[src/rtl/bios_boot_scheduler_pkg.sv]
// Shared types and constants for the BIOS boot scheduler: state encodings,
// StatusReg bit layout and parameter defaults.
package bios_boot_scheduler_pkg;

   localparam int unsigned MAX_ATTEMPTS_DEF = 4;
   localparam int unsigned OFF_HOLD_DEF     = 32;
   localparam int unsigned ON_DELAY_DEF     = 8;

   localparam int unsigned CNT_W    = 3;
   localparam int unsigned STATE_W  = 3;
   localparam int unsigned STRB_W   = 6;
   localparam int unsigned STATUS_W = 8;

   // StatusReg = {BootFault, BiosSel, AttemptCnt[2:0], BootState[2:0]}
   localparam int unsigned STS_FAULT     = 7;
   localparam int unsigned STS_SEL       = 6;
   localparam int unsigned STS_CNT_LSB   = 3;
   localparam int unsigned STS_STATE_LSB = 0;

   typedef enum logic [STATE_W-1:0] {
      ST_OFF     = 3'd0,
      ST_BOOT    = 3'd1,
      ST_DONE    = 3'd2,
      ST_HOLD    = 3'd3,
      ST_RESTART = 3'd4,
      ST_FAULT   = 3'd5
   } boot_state_e;

endpackage

[src/rtl/bios_boot_scheduler_if.sv]
// Platform-side signal bundle of the boot scheduler; master drives the
// platform inputs, slave is the scheduler itself.
interface bios_boot_scheduler_if;
   import bios_boot_scheduler_pkg::*;

   logic                Strobe125msec;
   logic                PS_ONn;
   logic                BiosFinished;
   logic                BiosPowerOff;
   logic                DefaultBios;
   logic                SwapAllowed;
   logic                ClearFault;
   logic                BiosSel;
   logic                ForcePowerOff;
   logic                PowerOnReq;
   logic [CNT_W-1:0]    AttemptCnt;
   logic [STATE_W-1:0]  BootState;
   logic                BootFault;
   logic [STATUS_W-1:0] StatusReg;

   modport master (
      output Strobe125msec, PS_ONn, BiosFinished, BiosPowerOff,
             DefaultBios, SwapAllowed, ClearFault,
      input  BiosSel, ForcePowerOff, PowerOnReq, AttemptCnt,
             BootState, BootFault, StatusReg
   );

   modport slave (
      input  Strobe125msec, PS_ONn, BiosFinished, BiosPowerOff,
             DefaultBios, SwapAllowed, ClearFault,
      output BiosSel, ForcePowerOff, PowerOnReq, AttemptCnt,
             BootState, BootFault, StatusReg
   );

endinterface

[src/rtl/bios_boot_scheduler_wd_edge_sync.sv]
// Two-flop synchroniser followed by a rising-edge detector; turns an
// asynchronous level into a single-cycle pulse in the local clock domain.
module wd_edge_sync (
   input  logic clk,
   input  logic rst,
   input  logic din,
   output logic pulse_c
);

   logic [2:0] sync;

   always_ff @(posedge clk) begin
      if (rst) sync <= 3'b000;
      else     sync <= {sync[1:0], din};
   end

   // sync[2] is only the edge-detect history, not a third metastability stage
   assign pulse_c = sync[1] & ~sync[2];

endmodule

[src/rtl/bios_boot_scheduler.sv]
// BIOS boot attempt sequencer: counts watchdog-detected boot failures, forces
// power-off/restart cycles, optionally swaps flash and locks out on repeats.
module bios_boot_scheduler
   import bios_boot_scheduler_pkg::*;
#(
   parameter int unsigned MAX_ATTEMPTS = MAX_ATTEMPTS_DEF,
   parameter int unsigned OFF_HOLD     = OFF_HOLD_DEF,
   parameter int unsigned ON_DELAY     = ON_DELAY_DEF
) (
   input logic                 LpcClock,
   input logic                 Reset,
   bios_boot_scheduler_if.slave bus
);

   boot_state_e         state, state_nx;
   logic [CNT_W-1:0]    attempt, attempt_nx;
   logic                sel, sel_nx;
   logic                por_nx;
   logic [STRB_W-1:0]   strb;
   logic                force_off, por, fault;
   logic                wd_fire_c;
   logic [STATUS_W-1:0] status_c;

   wd_edge_sync u_wd_edge_sync (
      .clk     (LpcClock),
      .rst     (Reset),
      .din     (bus.BiosPowerOff),
      .pulse_c (wd_fire_c)
   );

   // Next-state, attempt counter and flash-select decisions
   always_comb begin
      state_nx   = state;
      attempt_nx = attempt;
      sel_nx     = sel;
      por_nx     = 1'b0;
      case (state)
         ST_OFF: if (!bus.PS_ONn) state_nx = ST_BOOT;
         ST_BOOT: begin
            if (bus.BiosFinished) begin
               state_nx = ST_DONE;
            end else if (wd_fire_c) begin
               state_nx   = ST_HOLD;
               attempt_nx = (attempt == '1) ? attempt : attempt + CNT_W'(1);
               if (bus.SwapAllowed) sel_nx = ~sel;
            end else if (bus.PS_ONn) begin
               state_nx = ST_OFF;
            end
         end
         ST_DONE: if (bus.PS_ONn) state_nx = ST_OFF;
         ST_HOLD: begin
            if ((strb >= STRB_W'(OFF_HOLD)) && bus.PS_ONn)
               state_nx = (attempt >= CNT_W'(MAX_ATTEMPTS)) ? ST_FAULT : ST_RESTART;
         end
         ST_RESTART: begin
            if (strb >= STRB_W'(ON_DELAY)) begin
               state_nx = ST_OFF;
               por_nx   = 1'b1;
            end
         end
         ST_FAULT: begin
            if (bus.ClearFault) begin
               state_nx   = ST_OFF;
               attempt_nx = '0;
               sel_nx     = bus.DefaultBios;
            end
         end
         default: state_nx = ST_OFF;
      endcase
      // A successful boot wipes the failure history
      if ((state_nx == ST_DONE) && (state != ST_DONE)) attempt_nx = '0;
   end

   always_ff @(posedge LpcClock) begin
      if (Reset) begin
         state     <= ST_OFF;
         attempt   <= '0;
         sel       <= bus.DefaultBios;
         strb      <= '0;
         force_off <= 1'b0;
         por       <= 1'b0;
         fault     <= 1'b0;
      end else begin
         state     <= state_nx;
         attempt   <= attempt_nx;
         sel       <= sel_nx;
         por       <= por_nx;
         force_off <= (state_nx == ST_HOLD) || (state_nx == ST_FAULT);
         fault     <= (state_nx == ST_FAULT);
         if (state_nx != state)
            strb <= '0;
         else if (bus.Strobe125msec && (strb != '1) &&
                  ((state == ST_HOLD) || (state == ST_RESTART)))
            strb <= strb + STRB_W'(1);
      end
   end

   always_comb begin
      status_c = '0;
      status_c[STS_FAULT]                   = fault;
      status_c[STS_SEL]                     = sel;
      status_c[STS_CNT_LSB +: CNT_W]        = attempt;
      status_c[STS_STATE_LSB +: STATE_W]    = state;
   end

   assign bus.BiosSel       = sel;
   assign bus.ForcePowerOff = force_off;
   assign bus.PowerOnReq    = por;
   assign bus.AttemptCnt    = attempt;
   assign bus.BootState     = state;
   assign bus.BootFault     = fault;
   assign bus.StatusReg     = status_c;

endmodule

[src/flat_wrapper.sv]
// flat-port wrapper written by rule: the top's interface ports become plain ports
module bios_boot_scheduler_flat import bios_boot_scheduler_pkg::*;
#(
   parameter int unsigned MAX_ATTEMPTS = MAX_ATTEMPTS_DEF,
   parameter int unsigned OFF_HOLD     = OFF_HOLD_DEF,
   parameter int unsigned ON_DELAY     = ON_DELAY_DEF
)
  (LpcClock, Reset, bus_Strobe125msec, bus_PS_ONn, bus_BiosFinished, bus_BiosPowerOff, bus_DefaultBios, bus_SwapAllowed, bus_ClearFault, bus_BiosSel, bus_ForcePowerOff, bus_PowerOnReq, bus_AttemptCnt, bus_BootState, bus_BootFault, bus_StatusReg);
  bios_boot_scheduler_if bus_i ();
  input logic LpcClock;
  input logic Reset;
  input wire logic [$bits(bus_i.Strobe125msec)-1:0] bus_Strobe125msec;
  input wire logic [$bits(bus_i.PS_ONn)-1:0] bus_PS_ONn;
  input wire logic [$bits(bus_i.BiosFinished)-1:0] bus_BiosFinished;
  input wire logic [$bits(bus_i.BiosPowerOff)-1:0] bus_BiosPowerOff;
  input wire logic [$bits(bus_i.DefaultBios)-1:0] bus_DefaultBios;
  input wire logic [$bits(bus_i.SwapAllowed)-1:0] bus_SwapAllowed;
  input wire logic [$bits(bus_i.ClearFault)-1:0] bus_ClearFault;
  output wire logic [$bits(bus_i.BiosSel)-1:0] bus_BiosSel;
  output wire logic [$bits(bus_i.ForcePowerOff)-1:0] bus_ForcePowerOff;
  output wire logic [$bits(bus_i.PowerOnReq)-1:0] bus_PowerOnReq;
  output wire logic [$bits(bus_i.AttemptCnt)-1:0] bus_AttemptCnt;
  output wire logic [$bits(bus_i.BootState)-1:0] bus_BootState;
  output wire logic [$bits(bus_i.BootFault)-1:0] bus_BootFault;
  output wire logic [$bits(bus_i.StatusReg)-1:0] bus_StatusReg;
  assign bus_i.Strobe125msec = bus_Strobe125msec;
  assign bus_i.PS_ONn = bus_PS_ONn;
  assign bus_i.BiosFinished = bus_BiosFinished;
  assign bus_i.BiosPowerOff = bus_BiosPowerOff;
  assign bus_i.DefaultBios = bus_DefaultBios;
  assign bus_i.SwapAllowed = bus_SwapAllowed;
  assign bus_i.ClearFault = bus_ClearFault;
  assign bus_BiosSel = bus_i.BiosSel;
  assign bus_ForcePowerOff = bus_i.ForcePowerOff;
  assign bus_PowerOnReq = bus_i.PowerOnReq;
  assign bus_AttemptCnt = bus_i.AttemptCnt;
  assign bus_BootState = bus_i.BootState;
  assign bus_BootFault = bus_i.BootFault;
  assign bus_StatusReg = bus_i.StatusReg;
  bios_boot_scheduler #(.MAX_ATTEMPTS(MAX_ATTEMPTS), .OFF_HOLD(OFF_HOLD), .ON_DELAY(ON_DELAY)) u_core (.LpcClock(LpcClock), .Reset(Reset), .bus(bus_i));
endmodule
[config.mk]
export PLATFORM = sky130hd
export DESIGN_NAME = bios_boot_scheduler_flat
export DESIGN_NICKNAME = d
export VERILOG_FILES = /design/src/rtl/bios_boot_scheduler_pkg.sv /design/src/rtl/bios_boot_scheduler_if.sv /design/src/rtl/bios_boot_scheduler_wd_edge_sync.sv /design/src/rtl/bios_boot_scheduler.sv /design/src/flat_wrapper.sv
export SDC_FILE = /design/constraint.sdc
export NUM_CORES = 1
export LEC_CHECK = 0
export ABC_AREA = 1
export CAP_MARGIN = 20
export CELL_PAD_IN_SITES_DETAIL_PLACEMENT = 1
export CELL_PAD_IN_SITES_GLOBAL_PLACEMENT = 1
export CORE_AREA = 3 3 61 63
export CTS_CLUSTER_SIZE = 16
export DETAILED_ROUTE_END_ITERATION = 10
export DIE_AREA = 0 0 64 66
export PLACE_DENSITY = 0.82
export SYNTH_ARGS = -nofsm -noshare
export SYNTH_HDL_FRONTEND = slang
export SYNTH_SLANG_ARGS = --single-unit
export TNS_END_PERCENT = 1
[constraint.sdc]
create_clock -name LpcClock -period 3.85 [get_ports LpcClock]
set_input_delay 0.77 -clock LpcClock [delete_from_list [all_inputs] [get_ports LpcClock]]
set_output_delay 0.77 -clock LpcClock [all_outputs]
set_load 0.02 [all_outputs]
==> After elaboration in Yosys (flattened, before gate mapping) <==
Index checks and enable logic that the tools add are counted.
{ "totals": {"regBits": 19, "input_bits": 9, "output_inout_bits": 18, "wordCells": 72} }
{ "op_classes": {"n_addsub": 2, "magnitude_cmp": 3, "eq_ne": 20, "mux": 21, "bitwise_logic": 4, "reduce_logical": 14} }
{ "op_table": {"columns": ["operator", "n"], "rows": [
  ["2-to-1 mux 3 bit", 11],
  ["case mux 3 bit (6 select lines)", 1],
  ["equality test 3 x 2 -> 1 bit, second input constant", 4],
  ["equality test 3 bit, second input constant", 4],
  ["!= test 3 bit, second input constant", 4],
  ["AND reduction 5 bit", 2],
  ["!= test 2 bit, second input constant", 4],
  ["2-to-1 mux 1 bit", 7],
  ["adder 6 x 1 -> 6 bit, second input constant", 1],
  ["greater-or-equal comparator 6 x 4 -> 1 bit, second input constant", 1],
  ["greater-or-equal comparator 6 bit, second input constant", 1],
  ["!= test 6 bit, second input constant", 1],
  ["case mux 3 bit (2 select lines)", 1],
  ["OR reduction 2 bit", 3],
  ["logical AND 1 bit", 4],
  ["adder 3 x 1 -> 3 bit, second input constant", 1],
  ["equality test 3 x 1 -> 1 bit, second input constant", 1],
  ["greater-or-equal comparator 3 bit, second input constant", 1],
  ["zero test 3 bit", 1],
  ["!= test 3 x 2 -> 1 bit, second input constant", 1],
  ["!= test 3 bit", 1],
  ["NOT 1 bit", 3],
  ["nonzero test 3 bit", 1],
  ["logical OR 1 bit", 2],
  ["3 further kinds", 3]
]} }

==> Logic depth before layout (Yosys ltp) <==
{ "depth": {"ltp_word": 8, "depth_mapped": 10, "ltp_nobuf": 9} }

==> By module <==
From an unflattened synthesis, not the netlist that was laid out.
{ "unflattened": {"cells_unflattened": 174, "hier_area_um2": 1127.3} }
{ "by_module_without_submodules": {"columns": ["module", "n_inst", "cells_per_inst", "area_per_inst_um2", "seq_area_each_um2"], "rows": [
  ["bios_boot_scheduler", 1, 164, 1041.0, 330.3],
  ["wd_edge_sync", 1, 10, 86.3, 60.1]
]} }

==> Worst setup path before layout <==
OpenSTA, ideal clock, no wires.
{ "synth_path": {"path_type": "input to register", "start": "input Reset", "end": "register u_core.sel (netlist: u_core.bus.BiosSel) (data pin)", "setup_ns": 0.255, "arrival_time_ns": 1.393, "required_time_ns": 3.595, "slack_ns": 2.202, "path_stages": 6, "path_buffers": 1, "path_cell_list": "clkbuf_1 inv_1 nand2_1 inv_1 o21ai_0 inv_1"} }
{ "synth_between": {"elab_chain_cells": 1} }
{ "synth_rtl": {"columns": ["item", "line_no", "rtl"], "rows": [
  ["start: declaration", "flat_wrapper.sv:11", "input logic Reset;"],
  ["2-to-1 mux 1 bit", "bios_boot_scheduler.sv:75", "if (Reset) begin"],
  ["end signal: assignment", "bios_boot_scheduler.sv:78", "sel <= bus.DefaultBios;"],
  ["end signal: assignment", "bios_boot_scheduler.sv:86", "sel <= sel_nx;"],
  ["end: declaration", "bios_boot_scheduler.sv:17", "logic sel, sel_nx;"]
]} }
Every way passes these cells.
A chain may end at the register's enable or synchronous reset.

==> Worst setup path after layout <==
{ "layout_path": {"start": "register u_core.state[0] (netlist: u_core.bus.BootState[0])", "end": "output bus_BootState[0]"} }
{ "layout_lines": {"columns": ["item", "line_no", "rtl"], "rows": [
  ["start: declaration", "bios_boot_scheduler.sv:15", "boot_state_e state, state_nx;"],
  ["start signal: assignment", "bios_boot_scheduler.sv:84", "state <= state_nx;"],
  ["end: declaration", "flat_wrapper.sv:23", "output wire logic [$bits(bus_i.BootState)-1:0] bus_BootState;"]
]} }
No word-level cell between the ends.

==> implementation parameters <==
Parameter                              Value

Routing
  First-pass DRT Iterations ... 4
  Final wirelength ... between 2000 and 3000 um
  Overall via count from detail_route ... 1,124
  Number of DRC violations after detailed-routing iteration 0 ... 51
  Detail-routed via count per cell ... 4.66
  Remaining design rule violation count ... 0
  Antenna-violating nets left ... 0
  Avg WL per Cell ... between 10 and 15 um

Synthesis
  Synthesized-area fraction occupied by ao, oa, aoi and oai cells ... 7.21%
  Share of synthesized area occupied by flip-flops and latches ... 33.6%
  YS warnings ... 0
  Synth Net Count ... 188
  Number of unique standard cell types used by synthesis ... 26
  Register bit total from synthesis ... 19
  Post-synthesis simple-gate area fraction ... 36.1%
  Area of the mapped netlist ... 0.00116 mm^2
  Fraction of synthesized cell area in xor and xnor cells ... 3.01%
  Cell count after synthesis ... roughly 180
  Mean instance size in the synthesized netlist ... 6.64 um^2
  Multiplexer share of the synthesized area ... 0%
  Fraction of the mapped netlist area in adder cells ... 4.31%
  Dominant combinational cell family by area after synthesis ... simple AND/OR/NAND/NOR gates

Clock network
  Quantity of hold-fixing buffers added after cts ... 0
  Max Root-Sink Buffers ... 2
  Source-to-sink clock delay at the later pin of the worst-skew pair ... approximately 0.29 ns
  Post-CTS Resized ... 0
  Clk root buf ... sky130_fd_sc_hd__clkbuf_4
  Clock tree from TritonCTS ... built
  Number of clock buffers inserted by TritonCTS ... 3
  Number of buffers added for setup after CTS ... 0
  Number of sinks on the clock net ... 19
  Number of H-tree branching levels ... 1
  Clock Pin Slew Worst Setup and Hold Paths ... approximately 0.11 ns

Global route
  Antenna violations before repair ... 0
  Via count of the first global-routing pass ... 1,116
  Maximum number of pins on one net before global-route repair ... 13
  Overall fraction of global-route tracks in use ... 14.9%
  Global-route wire length before repair ... a little over 5000 um
  Residual overflow from global routing ... 0

Setup path
  Worst Path Buf+Inv ... 1
  Critical path's slowest cell ... sky130_fd_sc_hd__clkdlybuf4s50_1
  Reg2reg start ... u_core.bus.BootState[0]
  RR Endpoint ... u_core.bus.BiosSel
  Critical path arrival ... 1.59 ns
  Startpoint type of the worst setup path ... flip-flop
  Largest incremental delay on the critical path ... roughly 0.69 ns
  Endpoint type of the worst setup path ... primary output
  Crit path required time ... 3.08 ns
  Logic depth of the worst register-to-register path ... 5
  Max FO, Critical Path ... 12
  Source of the critical timing path ... u_core.bus.BootState[0]
  Type of the setup path with the least slack ... reg -> out
  Cell class contributing the biggest share of worst-path delay ... buffers and inverters
  Worst path cell trace ... clkdlybuf4s50_1
  Setup slack of the worst register-to-register path ... 2.26 ns

Power and ir drop
  Share of power burned in combinational logic ... between 15 and 20%
  Power Internal ... 0.268 mW
  Flop pwr share ... 56.8%
  Net Sw Frac ... 26.8%
  Clock power frac ... about 27%
  Worst IR drop on VDD ... 0.000118 V
  Pleak ... 0.602 nW
  Pwr/cell area ... 255 mW/mm^2
  Reported net switching power ... 0.0982 mW

Timing
  Max-slew violation total from the final report ... 0
  Smallest hold slack ... 0.414 ns
  Final-report setup violation count ... 0
  Maximum clock rate ... 0.424 GHz
  Headroom to the max-slew limit ... 70.6%
  Post-layout min period ... 2.36 ns
  Setup_tns ... 0 ns
  Setup repair after global routing missed its margin ... no
  Final-report hold violation count ... 0
  Slew at the pin closest to its max-slew limit ... 0.441 ns
  Final worst clock skew ... roughly 0.0023 ns
  Ratio of final minimum period to clock period ... 61.2%

Final layout
  Antenna fix cells ... 0
  Proportion of layout cells with a drive suffix above 1 ... 7.18%
  Net count of the finished layout ... 209
  Area growth from synthesis to layout ... 23.1%

Min path
  Min-Delay Startpoint ... u_core.u_wd_edge_sync.sync[0]
  Cell depth of the worst hold path ... 2
  Worst min-delay path endpoint ... u_core.u_wd_edge_sync.sync[1]
  Min-Delay Path Class ... reg -> reg

Die
  Core Area ... 0.00328 mm^2
  Die Ht ... approximately 66 um
  Starting density of the core ... a little over a third
  Floorplan die width ... between 60 and 70 um
  Number of top-level pins ... 27
  Total die area ... about 0.0042 mm^2
  Core Rows ... 21

Run
  Number of max-capacitance violations reported ... 0

Placement
  IO Port Bufs ... 26
  Global placer's final weighted congestion ... a little over 0.9
  HPWL after detailed placement ... 2390 um

Run status
  Outcome ... finished clean
flip-flops by register name, summed over array words and instances, names as in the netlist:
register and cells:
u_core.bus.AttemptCnt 3, u_core.bus.BiosSel 1, u_core.bus.BootFault 1, u_core.bus.BootState 3, u_core.bus.ForcePowerOff 1, u_core.bus.PowerOnReq 1, u_core.strb 6, u_core.u_wd_edge_sync.sync 3
how the worst max path moves through the flow:
stage	endpoint	cells after the start
global placement	u_core.bus.BiosSel	6
CTS	bus_BootState[0]	1
detailed placement	u_core.bus.BiosSel	6
finish	bus_BootState[0]	1
floorplan	u_core.bus.BiosSel	6
global route	bus_StatusReg[0]	1
cell type report:
class,count,area (um^2)
Timing Repair Buffer,26,260
Fill cell,444,1850
Multi-Input combinational cell,117,588
Clock buffer,4,26.3
Sequential cell,19,390
Tap cell,46,57.6
Inverter,29,109
cell families after synthesis:
| group | after synthesis |
|---|---|
| buffers and inverters | 39 |
| XOR/XNOR | 4 |
| AND/OR/NAND/NOR | 93 |
| AO/OA/AOI/OAI | 16 |
| adder cells (fa/ha/maj) | 4 |
| flip-flops | 19 |
cells in the mapped netlist:
cell type,number,area [um^2]
sky130_fd_sc_hd__nor3_2,2,20.0
sky130_fd_sc_hd__nand3_2,1,10.0
sky130_fd_sc_hd__nor2_1,23,86.3
sky130_fd_sc_hd__ha_1,4,50.1
sky130_fd_sc_hd__nand2_2,3,18.8
sky130_fd_sc_hd__o21ai_0,8,40.0
sky130_fd_sc_hd__xnor2_1,1,8.76
sky130_fd_sc_hd__nand3_1,12,60.1
sky130_fd_sc_hd__xor2_1,3,26.3
sky130_fd_sc_hd__nand4_1,2,12.5
sky130_fd_sc_hd__inv_1,28,105
sky130_fd_sc_hd__a21oi_1,5,25.0
sky130_fd_sc_hd__nor3_1,1,5.00
sky130_fd_sc_hd__nor2_4,1,11.3
sky130_fd_sc_hd__inv_2,1,3.75
sky130_fd_sc_hd__clkbuf_1,1,3.75
sky130_fd_sc_hd__nor2_2,3,18.8
sky130_fd_sc_hd__edfxtp_1,1,30.0
sky130_fd_sc_hd__nand2_1,43,161
sky130_fd_sc_hd__dfxtp_1,18,360
sky130_fd_sc_hd__nor3b_1,2,15.0
sky130_fd_sc_hd__buf_4,8,60.1
sky130_fd_sc_hd__a21o_1,1,7.51
sky130_fd_sc_hd__buf_6,1,11.3
sky130_fd_sc_hd__a31oi_1,1,6.26
sky130_fd_sc_hd__o21ai_1,1,5.00
metal layers:
metal	track usage (%)	wire length [um]	vias up
met4	3.23	17	0
met3	3.23	158	2
li1	-	-	572
met2	24.9	1360	27
met5	0	0	-
met1	19.6	1360	523
cells in the final DEF, fill, tap and decap left out, types with 2 or more instances in the layout:
cell / count
sky130_fd_sc_hd__clkbuf_4: 3
sky130_fd_sc_hd__ha_1: 4
sky130_fd_sc_hd__a21oi_1: 5
sky130_fd_sc_hd__nand2_2: 3
sky130_fd_sc_hd__nand4_1: 2
sky130_fd_sc_hd__dfxtp_1: 18
sky130_fd_sc_hd__nor2_2: 3
sky130_fd_sc_hd__nor3b_1: 2
sky130_fd_sc_hd__nand2_1: 43
sky130_fd_sc_hd__o21ai_0: 8
sky130_fd_sc_hd__clkdlybuf4s50_1: 26
sky130_fd_sc_hd__nand3_1: 12
sky130_fd_sc_hd__xor2_1: 3
sky130_fd_sc_hd__nor3_2: 2
sky130_fd_sc_hd__inv_1: 28
sky130_fd_sc_hd__nor2_1: 23
power groups by stage:
| stage | clock [mW] | sequential [mW] | combinational, mW |
|---|---|---|---|
| after global routing | 0.114 | 0.208 | 0.0651 |
| final | 0.100 | 0.208 | 0.0581 |
| after CTS | 0.107 | 0.208 | 0.0584 |
| after floorplan | 0 | 0.213 | 0.0354 |
| after detailed placement | 0 | 0.212 | 0.0581 |
| after global placement | 0 | 0.212 | 0.0559 |
through the flow:
step	cell area [um^2]	setup slack (ns)	power [mW]	std cells	util, %
floorplan	1160	2.20	0.248	175	-
global placement	1410	1.60	0.268	237	42.8
detailed placement	1410	1.58	0.270	237	42.8
CTS	1430	1.49	0.373	241	43.6
global route	1430	1.43	0.387	241	43.6
finish	1430	1.49	0.366	241	43.6
(Power assumes the default switching activity.)
==> patch 1 (same settings) <==
Change the package constant `CNT_W` from 3 to 5.
--- a/src/rtl/bios_boot_scheduler_pkg.sv
+++ b/src/rtl/bios_boot_scheduler_pkg.sv
@@ -6,7 +6,7 @@
    localparam int unsigned OFF_HOLD_DEF     = 32;
    localparam int unsigned ON_DELAY_DEF     = 8;
 
-   localparam int unsigned CNT_W    = 3;
+   localparam int unsigned CNT_W    = 5;
    localparam int unsigned STATE_W  = 3;
    localparam int unsigned STRB_W   = 6;
    localparam int unsigned STATUS_W = 8;
Interface: changed (resized bus_AttemptCnt); port bits go from 27 to 29. The function was not compared with the original's and may differ.
==> patch 1 against the original RTL <==
  * Clock skew shrank 1.0 ps
  * Core utilization grew 5.1 points
  * Highest routed layer unchanged
  * Design area grew 12%
  * Clock power grew 13%
  * Worst hold slack gained 14 ps
  * Area after synthesis grew 12%
  * Setup slack lost 3.4 ps
  * Sequential cell count grew 2
  * Largest power group unchanged
  * Combinational power shrank 1%
  * Sequential power grew 9.6%
  * Power grew 9.0%
  * Routed wire length grew 19%
  * Synthesized cell count grew 8.6%
==> patch 1: results <==
placement:
  place_inst: 255
  hpwl_um: 2730
logic_synthesis:
  synth-compound-area-share: 0.0452
  ys_types: 28
  postSynthAreaPerCell_um2: 6.84
  yosys-top-cells-count: "nand2_1 (49), inv_1 (30), nor2_1 (23), dfxtp_1 (20), nand3_1 (11)"
  syn_nets: 204
  synthTopCellsByArea: "dfxtp_1 (31%), nand2_1 (14%), inv_1 (8.7%)"
  synthAdderAreaFrac: 0.0481
clocking:
  cts.clk_slew.worst_paths_ps: 130
  clk_latency_ps: 310
critical_path:
  worst-path-max-fanout: 10
  crit_start: "u_core.bus.BootState[2]"
  ff2ff_path_depth: 10
  r2r_start: "u_core.bus.AttemptCnt[0]"
  critPathCapture: "bus_BootState[2]"
grt:
  grt_pass1_wl_um: 5880
  grt_util_all_layers: 0.178
  grt_pass1_vias: 1279
final_layout:
  nFillCells: 443
  drive_gt1_frac: 0.103
  instances_no_fill: 259
timing:
  worstMarginPinSlew_ps: 453
  skew_ps: 1.28
detailed_routing:
  wl_per_cell_um: 13.3
  first_iter_violations: 37
pwr:
  irDropWorstVdd_mv: 0.163
run_status:
  status: "finished, final reports clean"
## patch 1: changes by cell type in the layout (fill, tap and decap cells not counted), sizes merged, moves of 2 or more
| cell | unedited run | this run |
|---|---|---|
| o21ai | 9 | 2 |
| nor3 | 3 | 9 |
| inv | 29 | 34 |
| nand2 | 46 | 49 |
| a21oi | 5 | 7 |
| clkdlybuf4s50 | 26 | 28 |
| dfxtp | 18 | 20 |
| nand3 | 13 | 15 |
## patch 1: final cells by class
cell class | instances | area, µm² | area share
flip-flops and latches | 21 | 430 | 0.269
clock inverters | 1 | 5.00 | 0.00313
inverters | 34 | 128 | 0.0797
well taps | 46 | 57.6 | 0.0360
clock buffers | 3 | 22.5 | 0.0141
repair buffers | 28 | 280 | 0.175
multi-input cells | 126 | 677 | 0.423
## patch 1: per-stage QoR
step           area, µm²  setup WS (ps)   util  hold WS, ps
3_3_place_gp        1570           1710  0.479          392
4_1_cts             1600           1460  0.487          432
2_1_floorplan       1300           2270      -          388
3_5_place_dp        1570           1650  0.479          412
5_1_grt             1600           1410  0.487          450
6_report            1600           1490  0.487          428
## patch 1: kinds of logic after synthesis
family	after synthesis
AO/OA/AOI/OAI	11
adder cells (fa/ha/maj)	5
buffers and inverters	43
XOR/XNOR	4
flip-flops	21
AND/OR/NAND/NOR	106
## patch 1: layer usage
metal / track usage / up-vias / wire length (µm)
met4: 0.0809 / 0 / 76
met5: 0 / - / 0
li1: - / 623 / -
met3: 0.0289 / 9 / 138
met1: 0.213 / 572 / 1550
met2: 0.311 / 33 / 1670
## patch 1: power by group
| part | switching [mW] | internal, mW | leakage (nW) |
|---|---|---|---|
| logic | 0.0344 | 0.0230 | 0.494 |
| clock network | 0.0744 | 0.0389 | 0.0177 |
| registers | 0.00467 | 0.223 | 0.172 |
==> patch 2 (config.mk and constraints unchanged) <==
Without the edit above. Make the reset (`rst`) asynchronous in one clocked block.
--- a/src/rtl/bios_boot_scheduler_wd_edge_sync.sv
+++ b/src/rtl/bios_boot_scheduler_wd_edge_sync.sv
@@ -9,7 +9,7 @@
 
    logic [2:0] sync;
 
-   always_ff @(posedge clk) begin
+   always_ff @(posedge clk or posedge rst) begin
       if (rst) sync <= 3'b000;
       else     sync <= {sync[1:0], din};
    end
Check against the original RTL: no difference found for any inputs over 10 cycles, from zero or initial values and one cycle with Reset high; that may be too few to reach the edited logic, so the function may still have changed.
==> patch 2 against the original RTL <==
  * Routed wire length is 0.21% lower
  * Area after synthesis increased by 5.3%
  * Critical path depth is the same
  * Maximum frequency rose by 2.4%
  * Synthesized cell count rose by 0.57%
  * First-iteration DRC count down 22%
  * Design area up 4.5%
  * Sequential cell count is the same
  * Setup slack improved by 55 ps
  * Core utilization is 2.0 points higher
  * Power rose by 1.9%
  * Count of clock-buffer cells in the layout unchanged
  * Die area is the same
  * Critical path type unchanged
  * Highest routed layer unchanged
==> patch 2: results <==
grt:
  grt_max_degree: 11
  grt_util_met2: 0.294
  grt_util_all_layers: 0.146
  antenna_found_initial: 0
  grt_pass1_vias: 1189
  use_met3: 0.0153
  grt_pass1_wl_um: 5010
  grt_use_met1: 0.165
clocking:
  cts.clk_slew.worst_paths_ps: 100
  cts_max_level: 1
  cts-root-buf: "clkbuf_4"
  cts_buffer_depth: 2
  post_cts_resized: 0
  clk_latency_ps: 290
  cts_made_buffers: 3
  post_cts_buffers: 0
critical_path:
  arrival_ps: 1530
  worst-path-max-fanout: 9
  path_delay_family: "buffers and inverters"
  critical-path-slowest-cell: "clkdlybuf4s50_1"
  slowest_delay_ps: 680
logic_synthesis:
  synthTopCellsByArea: "dfxtp_1 (25%), nand2_1 (14%), inv_1 (8.6%)"
  synth_edf_count: 1
  yosysWarningCount: 0
  ys_async_sr_fraction: 0.158
  yosys-top-cells-count: "nand2_1 (45), inv_1 (28), dfxtp_1 (15), nand3_1 (13), nor2_1 (12)"
  synth_flop_cell: "dfxtp_1"
  ys_types: 28
  postSynthAreaPerCell_um2: 6.95
  synth-seq-area-share: 0.331
  syn_nets: 189
pwr:
  irDropWorstVdd_mv: 0.153
  p_leak_nw: 0.692
detailed_routing:
  first_iter_violations: 40
  dr.pass1.iters: 4
  viasPerCell: 4.54
  wl_per_cell_um: 11.9
timing:
  skew_ps: 7.19
  hold_viol: 0
  slew_headroom: 0.740
run_status:
  status: "finished, final reports clean"
hold_path:
  hold_path_class: "reg -> reg"
final_layout:
  fin_nets: 211
  drive_gt1_frac: 0.137
  top_register: "u_core.strb"
  diodes: 0
  instances_no_fill: 243
  largest_reg_flops: 6
placement:
  place_ws_ps: 1650
  hpwl_um: 2450
  io_buffer_count: 26
  gp_congestion: 0.831
  dpl_cell_area_mm2: 0.00147
## patch 2: report_power, final
part	internal [mW]	switching (mW)
sequential	0.203	0.00529
combinational	0.0274	0.0394
clock	0.0402	0.0572
## patch 2: kinds of logic (layout without fill, tap and decap cells)
kind of cell / after synthesis / count (layout) / synth area share
AOI/OAI and AO/OA: 13 / 13 / 0.0583
xor gates and xnor gates: 4 / 4 / 0.0286
adders and majority gates: 4 / 4 / 0.0409
buffers and inverters: 41 / 62 / 0.156
DFF: 19 / 19 / 0.331
and+or+nand+nor: 95 / 95 / 0.384
## patch 2: path summary, 6_finish.rpt
kind / to / startpoint / depth (start not counted) / slack (ps)
worst max-delay path: bus_StatusReg[2] / u_core.bus.BootState[2] / 1 / 1550
worst min-delay path: u_core.u_wd_edge_sync.sync[1] / u_core.u_wd_edge_sync.sync[0] / 0 / 360
worst max register to register: u_core.bus.BiosSel / u_core.bus.BootState[1] / 7 / 2260
worst min register to register: u_core.u_wd_edge_sync.sync[1] / u_core.u_wd_edge_sync.sync[0] / 0 / 360
max in group asynchronous: u_core.u_wd_edge_sync.sync[0] / Reset / 2 / 2860
min in group asynchronous: u_core.u_wd_edge_sync.sync[1] / Reset / 2 / 780
## patch 2: cell type report
| type | instances | area [µm²] |
|---|---|---|
| Clock buffer | 4 | 26.3 |
| Sequential cell | 19 | 405 |
| Inverter | 32 | 120 |
| Tap cell | 46 | 57.6 |
| Multi-Input combinational cell | 116 | 627 |
| Fill cell | 432 | 1790 |
| Timing Repair Buffer | 26 | 260 |
## patch 2: layer usage
metal,up-vias,share of wire
met5,-,0
met1,509,0.43
met4,0,0.0031
met3,2,0.041
li1,573,-
met2,20,0.52
